File: config.mk
export PLATFORM = sky130hd
export DESIGN_NAME = muldiv_unit
export DESIGN_NICKNAME = d
export VERILOG_FILES = /design/src/rtl/riscv_pkg.sv /design/src/rtl/muldiv_decode.sv /design/src/rtl/muldiv_unit.sv
export SDC_FILE = /design/constraint.sdc
export NUM_CORES = 1
export LEC_CHECK = 0
export ABC_AREA = 1
export CAP_MARGIN = 25
export CORE_ASPECT_RATIO = 1.75
export CORE_MARGIN = 1.5
export CORE_UTILIZATION = 43
export CTS_CLUSTER_DIAMETER = 80
export DETAILED_ROUTE_END_ITERATION = 10
export SYNTH_ARGS = -nofsm -noshare
export SYNTH_HDL_FRONTEND = slang
export SYNTH_SLANG_ARGS = --single-unit
File: constraint.sdc
create_clock -name clk_i -period 5.35 [get_ports clk_i]
set_clock_uncertainty 0.05 [all_clocks]
set_input_delay 1.3375 -clock clk_i [delete_from_list [all_inputs] [get_ports clk_i]]
set_output_delay 1.3375 -clock clk_i [all_outputs]
set_load 0.03 [all_outputs]
File: src/rtl/riscv_pkg.sv
`default_nettype none
// ============================================================================
// Module      : riscv_pkg
// Description : Shared decode constants and enums for the RV32M/RV64M
//               multiply/divide unit and its companion decode logic.
// Revision    : 1.0 - initial release
// ============================================================================
package riscv_pkg;

    // Main-decoder ALU op class for R-type instructions
    localparam logic [2:0] ALUOP_R       = 3'b001;
    // funct7 value that marks an M-extension instruction
    localparam logic [6:0] FUNCT7_MULDIV = 7'b0000001;

    // The eight M-extension operations, encoded by funct3
    typedef enum logic [2:0] {
        F3_MUL    = 3'b000,
        F3_MULH   = 3'b001,
        F3_MULHSU = 3'b010,
        F3_MULHU  = 3'b011,
        F3_DIV    = 3'b100,
        F3_DIVU   = 3'b101,
        F3_REM    = 3'b110,
        F3_REMU   = 3'b111
    } funct3_e;

    // Iterative unit control states
    typedef enum logic [1:0] {
        IDLE = 2'd0,
        MUL  = 2'd1,
        DIV  = 2'd2,
        DONE = 2'd3
    } state_e;

endpackage : riscv_pkg
`default_nettype wire

File: src/rtl/muldiv_decode.sv
`default_nettype none
// ============================================================================
// Module      : muldiv_decode
// Description : Combinational classifier for M-extension instructions.
//               Flags the instruction as multiply/divide and derives the
//               operand signedness and high-half selection. Shared with the
//               hazard unit so both agree on which instructions are claimed.
// Revision    : 1.0 - initial release
// ============================================================================
module muldiv_decode
    import riscv_pkg::*;
(
    input  logic [2:0] aluop,
    input  logic [6:0] funct7,
    input  logic [2:0] funct3,
    output logic       is_md,
    output logic       is_div,
    output logic       rs1_signed,
    output logic       rs2_signed,
    output logic       sel_high
);

    logic w_is_md;

    assign w_is_md = (aluop == ALUOP_R) && (funct7 == FUNCT7_MULDIV);

    // Per-operation attributes; everything is forced low for non-M instructions
    always_comb begin
        is_md      = w_is_md;
        is_div     = 1'b0;
        rs1_signed = 1'b0;
        rs2_signed = 1'b0;
        sel_high   = 1'b0;
        if (w_is_md) begin
            case (funct3_e'(funct3))
                F3_MUL: begin
                end
                F3_MULH: begin
                    rs1_signed = 1'b1;
                    rs2_signed = 1'b1;
                    sel_high   = 1'b1;
                end
                F3_MULHSU: begin
                    rs1_signed = 1'b1;
                    sel_high   = 1'b1;
                end
                F3_MULHU: begin
                    sel_high   = 1'b1;
                end
                F3_DIV, F3_REM: begin
                    is_div     = 1'b1;
                    rs1_signed = 1'b1;
                    rs2_signed = 1'b1;
                end
                F3_DIVU, F3_REMU: begin
                    is_div     = 1'b1;
                end
                default: begin
                end
            endcase
        end
    end

endmodule : muldiv_decode
`default_nettype wire

File: src/rtl/muldiv_unit.sv
`default_nettype none
// ============================================================================
// Module      : muldiv_unit
// Description : Iterative RV32M/RV64M multiply/divide unit. Shift-add multiply
//               and restoring divide on operand magnitudes, one bit per cycle,
//               with sign correction folded into the final iteration. Divide
//               by zero and signed overflow resolve on the accept edge.
// Revision    : 1.0 - initial release
// ============================================================================
module muldiv_unit
    import riscv_pkg::*;
#(
    parameter int XLEN = 32
) (
    input  logic            clk_i,
    input  logic            rst_i,
    input  logic [2:0]      aluop_i,
    input  logic [6:0]      funct7_i,
    input  logic [2:0]      funct3_i,
    input  logic            valid_i,
    input  logic [XLEN-1:0] rs1_i,
    input  logic [XLEN-1:0] rs2_i,
    output logic            is_md_o,
    output logic            ready_o,
    output logic            busy_o,
    output logic            valid_o,
    output logic [XLEN-1:0] result_o
);

    localparam int              CW     = $clog2(XLEN);
    localparam logic [CW-1:0]   c_last = CW'(XLEN - 1);
    localparam logic [XLEN-1:0] c_min  = {1'b1, {(XLEN-1){1'b0}}};

    // ------------------------------------------------------------------
    // Decode and accept
    // ------------------------------------------------------------------
    logic w_is_md;
    logic w_is_div;
    logic w_rs1_signed;
    logic w_rs2_signed;
    logic w_sel_high;

    muldiv_decode u_decode (
        .aluop      (aluop_i),
        .funct7     (funct7_i),
        .funct3     (funct3_i),
        .is_md      (w_is_md),
        .is_div     (w_is_div),
        .rs1_signed (w_rs1_signed),
        .rs2_signed (w_rs2_signed),
        .sel_high   (w_sel_high)
    );

    assign is_md_o = w_is_md;

    state_e r_state;
    state_e w_state_next;

    logic w_accept;
    assign w_accept = valid_i && (r_state == IDLE) && w_is_md;

    // Operand magnitudes and sign flags captured on accept
    logic            w_a_neg;
    logic            w_b_neg;
    logic [XLEN-1:0] w_a_mag;
    logic [XLEN-1:0] w_b_mag;

    assign w_a_neg = w_rs1_signed & rs1_i[XLEN-1];
    assign w_b_neg = w_rs2_signed & rs2_i[XLEN-1];
    assign w_a_mag = w_a_neg ? (-rs1_i) : rs1_i;
    assign w_b_mag = w_b_neg ? (-rs2_i) : rs2_i;

    // Divide corner cases bypass the iteration entirely
    logic            w_div_zero;
    logic            w_div_ovf;
    logic            w_special;
    logic [XLEN-1:0] w_special_res;

    assign w_div_zero = w_is_div && (rs2_i == '0);
    assign w_div_ovf  = w_is_div && w_rs1_signed && (rs1_i == c_min) && (rs2_i == '1);
    assign w_special  = w_div_zero || w_div_ovf;

    // funct3[1] separates remainder from quotient within the divide group
    always_comb begin
        w_special_res = '0;
        if (w_div_zero) begin
            w_special_res = funct3_i[1] ? rs1_i : '1;
        end else if (w_div_ovf) begin
            w_special_res = funct3_i[1] ? '0 : rs1_i;
        end
    end

    // ------------------------------------------------------------------
    // Datapath registers
    //   r_acc : multiply - {partial product high, remaining multiplier}
    //           divide   - {partial remainder, dividend/quotient shifter}
    //   r_op  : multiplicand magnitude or divisor magnitude
    // ------------------------------------------------------------------
    logic [2*XLEN-1:0] r_acc;
    logic [XLEN-1:0]   r_op;
    logic [CW-1:0]     r_cnt;
    logic              r_neg_q;
    logic              r_neg_r;
    logic              r_sel_high;
    logic              r_sel_rem;
    logic [XLEN-1:0]   r_result;

    logic w_last;
    assign w_last = (r_cnt == c_last);

    // Shift-add step: add multiplicand into the high half when the current
    // multiplier bit is set, then shift the whole accumulator right.
    logic [XLEN:0]     w_mul_sum;
    logic [2*XLEN-1:0] w_mul_next;
    logic [2*XLEN-1:0] w_mul_prod;
    logic [XLEN-1:0]   w_mul_res;

    assign w_mul_sum  = {1'b0, r_acc[2*XLEN-1:XLEN]} + {1'b0, r_op};
    assign w_mul_next = r_acc[0] ? {w_mul_sum, r_acc[XLEN-1:1]}
                                 : {1'b0, r_acc[2*XLEN-1:1]};
    assign w_mul_prod = r_neg_q ? (-w_mul_next) : w_mul_next;
    assign w_mul_res  = r_sel_high ? w_mul_prod[2*XLEN-1:XLEN] : w_mul_prod[XLEN-1:0];

    // Restoring step: shift in the next dividend bit, trial-subtract the
    // divisor and keep the difference only when it did not borrow.
    logic [XLEN:0]     w_div_shift;
    logic [XLEN:0]     w_div_diff;
    logic              w_div_ok;
    logic [XLEN-1:0]   w_div_rem;
    logic [2*XLEN-1:0] w_div_next;
    logic [XLEN-1:0]   w_quo;
    logic [XLEN-1:0]   w_rem;
    logic [XLEN-1:0]   w_div_res;

    assign w_div_shift = r_acc[2*XLEN-1:XLEN-1];
    assign w_div_diff  = w_div_shift - {1'b0, r_op};
    assign w_div_ok    = ~w_div_diff[XLEN];
    assign w_div_rem   = w_div_ok ? w_div_diff[XLEN-1:0] : w_div_shift[XLEN-1:0];
    assign w_div_next  = {w_div_rem, r_acc[XLEN-2:0], w_div_ok};
    assign w_quo       = w_div_next[XLEN-1:0];
    assign w_rem       = w_div_next[2*XLEN-1:XLEN];
    assign w_div_res   = r_sel_rem ? (r_neg_r ? (-w_rem) : w_rem)
                                   : (r_neg_q ? (-w_quo) : w_quo);

    // ------------------------------------------------------------------
    // Control FSM
    // ------------------------------------------------------------------

    // State register
    always_ff @(posedge clk_i or posedge rst_i) begin
        if (rst_i) begin
            r_state <= IDLE;
        end else begin
            r_state <= w_state_next;
        end
    end

    // Next-state and handshake outputs
    always_comb begin
        w_state_next = r_state;
        ready_o      = 1'b0;
        busy_o       = 1'b0;
        valid_o      = 1'b0;
        case (r_state)
            IDLE: begin
                ready_o = 1'b1;
                if (w_accept) begin
                    if (w_special) begin
                        w_state_next = DONE;
                    end else if (w_is_div) begin
                        w_state_next = DIV;
                    end else begin
                        w_state_next = MUL;
                    end
                end
            end
            MUL, DIV: begin
                busy_o = 1'b1;
                if (w_last) begin
                    w_state_next = DONE;
                end
            end
            DONE: begin
                busy_o       = 1'b1;
                valid_o      = 1'b1;
                w_state_next = IDLE;
            end
            default: begin
                w_state_next = IDLE;
            end
        endcase
    end

    // Operand capture, iteration and result write-back
    always_ff @(posedge clk_i or posedge rst_i) begin
        if (rst_i) begin
            r_acc      <= '0;
            r_op       <= '0;
            r_cnt      <= '0;
            r_neg_q    <= 1'b0;
            r_neg_r    <= 1'b0;
            r_sel_high <= 1'b0;
            r_sel_rem  <= 1'b0;
            r_result   <= '0;
        end else begin
            case (r_state)
                IDLE: begin
                    r_cnt <= '0;
                    if (w_accept) begin
                        r_neg_q    <= w_a_neg ^ w_b_neg;
                        r_neg_r    <= w_a_neg;
                        r_sel_high <= w_sel_high;
                        r_sel_rem  <= funct3_i[1];
                        if (w_is_div) begin
                            r_acc <= {{XLEN{1'b0}}, w_a_mag};
                            r_op  <= w_b_mag;
                        end else begin
                            r_acc <= {{XLEN{1'b0}}, w_b_mag};
                            r_op  <= w_a_mag;
                        end
                        if (w_special) begin
                            r_result <= w_special_res;
                        end
                    end
                end
                MUL: begin
                    r_acc <= w_mul_next;
                    r_cnt <= r_cnt + 1'b1;
                    if (w_last) begin
                        r_result <= w_mul_res;
                    end
                end
                DIV: begin
                    r_acc <= w_div_next;
                    r_cnt <= r_cnt + 1'b1;
                    if (w_last) begin
                        r_result <= w_div_res;
                    end
                end
                default: begin
                    r_cnt <= '0;
                end
            endcase
        end
    end

    assign result_o = r_result;

endmodule : muldiv_unit
`default_nettype wire

Word level (Yosys, flattened, before mapping)
Index checks and enable logic that the tools add are counted.
W data, S select, Z words.
- $add $sub $neg: 8
- eq/ne operators: 20
- mux-type cells: 39
- bitwise operators: 4
- reduce and logical (&&, ||, !) cells: 21
- operator list (operator ; count):
    $mux W32 ; 17
    $mux W64 ; 3
    $pmux W64 S3 ; 1
    $neg A32 Y32 ; 4
    $pmux W32 S3 ; 1
    $eq A32 B32 Y1 const B ; 2
    $neg A64 Y64 ; 1
    $add A32 B32 Y33 ; 1
    $sub A33 B32 Y33 ; 1
    $logic_not A32 Y1 ; 1
    $eq A3 B3 Y1 const B ; 4
    $mux W1 ; 11
    $reduce_or A3 Y1 ; 3
    $mux W2 ; 4
    $ne A2 B2 Y1 const B ; 4
    $reduce_or A4 Y1 ; 2
    $eq A7 B1 Y1 const B ; 1
    $logic_and A1 B1 Y1 ; 7
    $eq A3 B1 Y1 const B ; 2
    $eq A3 B2 Y1 const B ; 2
    $pmux W2 S3 ; 1
    $reduce_and A2 Y1 ; 3
    $add A5 B1 Y5 const B ; 1
    $eq A5 B5 Y1 const B ; 1
    12 further kinds ; 14
- bits in registers: 139
- bits of input ports: 80
- output and inout port bits: 36

Logic depth before layout (Yosys ltp)
- depth in word-level cells: 12
- depth in mapped cells: 30
- mapped depth without buffers: 28

By module
Synthesis repeated with hierarchy kept, for this count alone.
- cell total of the unflattened synthesis: 3592
- area, all modules: 19657.6 um^2
- by module, submodules not included (module ; times used ; cells each ; area an instance (um^2)):
    muldiv_unit ; 1 ; 3562 ; 19531.2
    muldiv_decode ; 1 ; 30 ; 126.4

Worst setup path after synthesis
OpenSTA, ideal clock, no wires.
- kind: input-to-reg
- start: in rs2_i[0]
- end: reg r_result[21], in the netlist result_o[21]
- library setup time: 0.117 ns
- data arrival time: 3.502 ns
- data required time: 5.183 ns
- setup slack: 1.681 ns
- stages on the path: 17
- cells stage by stage: inv_1 ha_1 nor3b_2 nand2_1 nor3_2 nand4_1 nor2_1 nand4_1 nor2_2 nand3_1 o21ai_2 or2_2 nand3_1 buf_2 clkbuf_1 nand2_1 nand2_1
- longest elaborated chain between the ends: 7
- ends and longest elaborated chain (element ; RTL line ; RTL):
    start, declared ; muldiv_unit.sv:22 ; input logic [XLEN-1:0] rs2_i,
    $eq A32 B32 Y1 ; muldiv_unit.sv:80 ; assign w_div_ovf = w_is_div && w_rs1_signed && (rs1_i == c_min) && (rs2_i == '1);
    $logic_and A1 B1 Y1 ; muldiv_unit.sv:80 ;
    $mux W32 ; muldiv_unit.sv:88 ; end else if (w_div_ovf) begin
    $mux W32 ; muldiv_unit.sv:86 ; if (w_div_zero) begin
    $mux W32 ; muldiv_unit.sv:221 ; if (w_special) begin
    $mux W32 ; muldiv_unit.sv:209 ; if (w_accept) begin
    $pmux W32 S3 ; muldiv_unit.sv:206 ; case (r_state)
    end signal, assigned ; muldiv_unit.sv:222 ; r_result <= w_special_res;
    end signal, assigned ; muldiv_unit.sv:230 ; r_result <= w_mul_res;
    end signal, assigned ; muldiv_unit.sv:237 ; r_result <= w_div_res;
    end, declared ; muldiv_unit.sv:106 ; logic [XLEN-1:0] r_result;
Parallel ways exist; a longest one is shown, timed or not. The select of a mux whose other input is x is not followed.
A chain may end at the register's enable or synchronous reset.

Worst setup path in the final report
- start: reg r_op[0]
- end: reg r_result[12], in the netlist result_o[12]
- longest elaborated chain between the ends: 7
- ends and longest elaborated chain (element ; RTL line ; RTL):
    start, declared ; muldiv_unit.sv:100 ; logic [XLEN-1:0] r_op;
    start signal, assigned ; muldiv_unit.sv:216 ; r_op <= w_b_mag;
    start signal, assigned ; muldiv_unit.sv:219 ; r_op <= w_a_mag;
    $add A32 B32 Y33 / $sub A33 B32 Y33 (equally long branches) ; muldiv_unit.sv:118, muldiv_unit.sv:136 ;
    $mux W64, or another cell as far along ; muldiv_unit.sv:119 ; assign w_mul_next = r_acc[0] ? {w_mul_sum, r_acc[XLEN-1:1]}
    $neg A64 Y64, or another cell as far along ; muldiv_unit.sv:121 ; assign w_mul_prod = r_neg_q ? (-w_mul_next) : w_mul_next;
    $mux W64, or another cell as far along ; muldiv_unit.sv:121 ;
    $mux W32 (on tied branches) ; muldiv_unit.sv:122, muldiv_unit.sv:142 ;
    $mux W32 (on tied branches) ; muldiv_unit.sv:229, muldiv_unit.sv:236 ;
    $pmux W32 S3 * ; muldiv_unit.sv:206 ;
Every way passes the cells marked *; elsewhere a longest branch is shown, timed or not. The select of a mux whose other input is x is not followed.

==> impl_results.rst <==
.. list-table::
   :header-rows: 1

   * - Metric
     - Value
   * - Wirelength per Cell
     - between 20 and 30 um
   * - Final hold vios
     - 0
   * - Worst EP arrival
     - roughly 5.2 ns
   * - Root Driver
     - clkbuf_16
   * - Sum of overflow across all layers after global routing
     - 0
   * - Multiplexer area fraction after synthesis
     - 0%
   * - Instance count of the mapped netlist
     - 3496
   * - # rows
     - a little over 100
   * - Run status
     - finished, final reports clean
   * - Area growth from synthesis to layout
     - 12.2%
   * - Post-CTS Hold Buffers
     - 0
   * - Clock latency reported for the late side of the worst-skew pair
     - around 0.48 ns
   * - Most area-consuming cells after synthesis
     - nand2_1 22%, dfrtp_1 18%, inv_1 9.2%
   * - Total negative setup slack
     - 0 ns
   * - Highest cell delay on the worst timing path
     - 0.55 ns
   * - Worst-path maximum fanout
     - 5
   * - Number of nets in the layout
     - approximately 3700
   * - Complex-gate fraction of the synthesized area
     - ~17%
   * - Total global-route track usage
     - between 40% and 50%
   * - Count of final max-slew check failures
     - 0
   * - Register bit count reported by yosys
     - roughly 140
   * - First-pass DRT Iterations
     - 7
   * - Width of the die
     - between 150 and 200 um
   * - Unrepaired setup endpoints after global routing
     - false
   * - Share of synthesized cell area in full adder, half adder and majority cells
     - under 10%
   * - Largest net degree at the start of global routing
     - 97
   * - Worst Path Buf+Inv
     - 3
   * - Post-CTS setup-driven buffer insertion count
     - 0
   * - Total of fill cells in the finished design
     - 4944
   * - Finish-stage setup viols
     - 0
   * - Slowest stage cell, crit path
     - nand2_1
   * - Initial core utilization
     - 43.4%
   * - Simple-Gate Fraction of Synth Area
     - 44.8%
   * - Most common cell after layout, fill and taps aside
     - nand2_1
   * - Gpl congestion
     - approximately 1.1
   * - Count of yosys warnings during synthesis
     - 0
   * - Cells traversed along the worst timing path
     - ha_1 > inv_1 > fa_1 > inv_1 > nand3_1 > nand2_1 > nand2_1 > nand3_1 > nand3_1 > nand2_1 > inv_1 > nor2_1 > and2_1 > nand3b_1 > nand2_1 > nand3_1 > a31oi_1 > o21ai_0 > nand3_1 > nand2_1 > nand2_1
   * - Remaining DRCs
     - 0
   * - DRC violation total after the first TritonRoute iteration
     - about 2800
   * - Wire length on met3
     - between 8 and 9 mm
   * - Crit. path cell count
     - 21
   * - Number of top-level pins
     - ~120
   * - Count of H-tree levels built during CTS
     - 4
   * - Vias in the first global route
     - approximately 25000
   * - Parity-gate share of the synthesized area counting xor and xnor cells
     - under 10%
   * - Worst slew pin tran
     - 1.08 ns
   * - DR vias/cell
     - 6.06
   * - Number of max-capacitance violations reported
     - 0
   * - Uppermost metal layer occupied by signal nets
     - met5
   * - Sort of element at the end of the critical path
     - flip-flop
   * - DRT Wirelength
     - 106 mm
   * - Core box area
     - 44800 sq um
   * - Count of cell types in the netlist
     - 59
   * - Top library cells by usage in the layout, fill and taps aside
     - 1123 x nand2_1, 477 x inv_1, 348 x nand3_1
   * - CTS tree
     - built
   * - Relative slew slack
     - ~28%
   * - Area fraction of the dominant cell type after synthesis
     - a little over a fifth
   * - Main combinational cell family by area after synthesis
     - simple AND/OR/NAND/NOR gates
   * - Worst hold path depth
     - 1
   * - Nets in the synthesized netlist
     - 3655
   * - Number of input and output port buffers inserted
     - approximately 120
   * - Reg2reg path depth
     - 21
   * - Post-layout minimum cycle time
     - 4.78 ns
   * - Die Y-Extent
     - 285 um
   * - Fraction of final layout cells sized beyond drive strength 1
     - about 5%
   * - Initial antenna violation count
     - 11
   * - Share of the clock period used by the worst path after layout
     - around 89%
   * - Worst path required time
     - roughly 5.7 ns
   * - CTS max path bufs
     - 2
   * - Average footprint of a synthesized cell
     - about 5.6 sq um
   * - Met2 wire length
     - around 50 mm
   * - Kind of cell adding the most delay to the critical path
     - simple AND/OR/NAND/NOR gates
   * - Seq/Total Area, Yosys
     - approximately 18%
   * - Routed length on met1
     - between 30 and 40 mm
   * - Routed via count
     - roughly 25000
   * - Number of buffers created by CTS
     - 17
   * - First-pass GRT wire length
     - approximately 160 mm
   * - Yosys top cell by area
     - nand2_1
   * - Highest Clock Rate
     - 0.209 GHz
   * - Total half-perimeter wirelength after legalization and detailed placement
     - about 85 mm
   * - Hold WC Path Type
     - flip-flop to flip-flop
   * - Startpoint types
     - flip-flop
   * - Crit Path Class
     - flip-flop to flip-flop
   * - Number of nets with antenna violations after routing
     - 0
   * - CTS clock-pin slew for the worst setup and hold paths
     - ~0.08 ns
   * - CTS-repair resized insts
     - 0
   * - Worst hold slack across all endpoints
     - between 0.4 and 0.5 ns
   * - Netlist area before placement
     - 19500 sq um
   * - Clock sink total
     - roughly 140
   * - Cell seen most often among critical-path stages
     - nand2_1
   * - Die outline area
     - 46600 sq um
[Yosys cell counts, drive strengths merged]
library cell,count
o221ai,7
ha,77
o211ai,34
inv,484
fa,2
o21ai,232
or2,5
o22ai,64
clkbuf,92
nor2,363
clkinv,4
buf,32
a2111oi,2
o2111ai,10
a21oi,173
a2111o,2
xor2,57
o21bai,10
and3,2
and2,6
nor3,52
nand4,50
a211oi,2
a22oi,2
nand3b,18
o21a,1
nor4,5
xnor2,14
a21o,5
nand3,361
nand2,1163
a22o,7
a31oi,10
dfrtp,139
nor3b,2
o311ai,6
a31o,1
[area by class of cell]
class                   instances  area [sq um]  area share [%]
multi-input cells            2745         13600            62.4
clock buffers                  17           425            1.95
clock inverters                15           170           0.779
diodes                          8          20.0          0.0916
well taps                     577           722            3.30
flip-flops and latches        139          3480            15.9
inverters                     488          1840            8.41
repair buffers                159          1560            7.16
[logic make-up after synthesis]
group,after synthesis
xor gates and xnor gates,71
and+or+nand+nor,2027
AOI/OAI and AO/OA,568
buffers and inverters,612
adders and majority gates,79
DFF,139
[metrics by stage]
| stage | instances | setup WS (ns) | utilization, % | area, sq um |
|---|---|---|---|---|
| 2_1_floorplan | 3496 | 0.238 | - | 19500 |
| 3_3_place_gp | 4107 | 0.513 | 47.3 | 21200 |
| 3_5_place_dp | 4107 | 0.475 | 47.3 | 21200 |
| 4_1_cts | 4139 | 0.862 | 48.6 | 21800 |
| 5_1_grt | 4145 | 0.357 | 48.7 | 21800 |
| 6_report | 4148 | 0.573 | 48.7 | 21800 |
[worst paths after layout]
path / endpoint / slack, ns / from
max in group asynchronous: r_op[1] / 3.09 / rst_i
min reg2reg: r_cnt[0] / 0.42 / r_cnt[0]
max reg2reg: result_o[12] / 0.57 / r_op[0]
min in group asynchronous: r_cnt[2] / 1.12 / rst_i
min: r_cnt[0] / 0.42 / r_cnt[0]
max: result_o[12] / 0.57 / r_op[0]
[routing by layer]
layer	track usage [%]	vias up
met5	0	-
met4	47.2	4
met3	10.2	592
met2	77.6	1532
met1	44.1	11600
li1	-	11500
[worst reg2reg max path: stages, from the launching register on]
cell      delay, ns
dfrtp_1        0.41
ha_1           0.32
inv_1          0.09
fa_1           0.44
inv_1          0.16
nand3_1        0.11
nand2_1        0.17
nand2_1        0.08
nand3_1        0.07
nand3_1        0.14
nand2_1        0.30
inv_1          0.13
nor2_1         0.19
and2_1         0.20
nand3b_1       0.32
nand2_1        0.55
nand3_1        0.14
a31oi_1        0.36
o21ai_0        0.17
nand3_1        0.17
nand2_1        0.08
nand2_1        0.07
[sequential cells by signal, indices dropped and copies added, names as in the netlist]
register	count
r_cnt	5
r_neg_q	1
r_acc	64
r_op	32
r_state	2
r_sel_rem	1
r_neg_r	1
result_o	32
r_sel_high	1
Power is not shown: default switching activity piles up to over one toggle a cycle in this logic, so the estimate is an artifact.
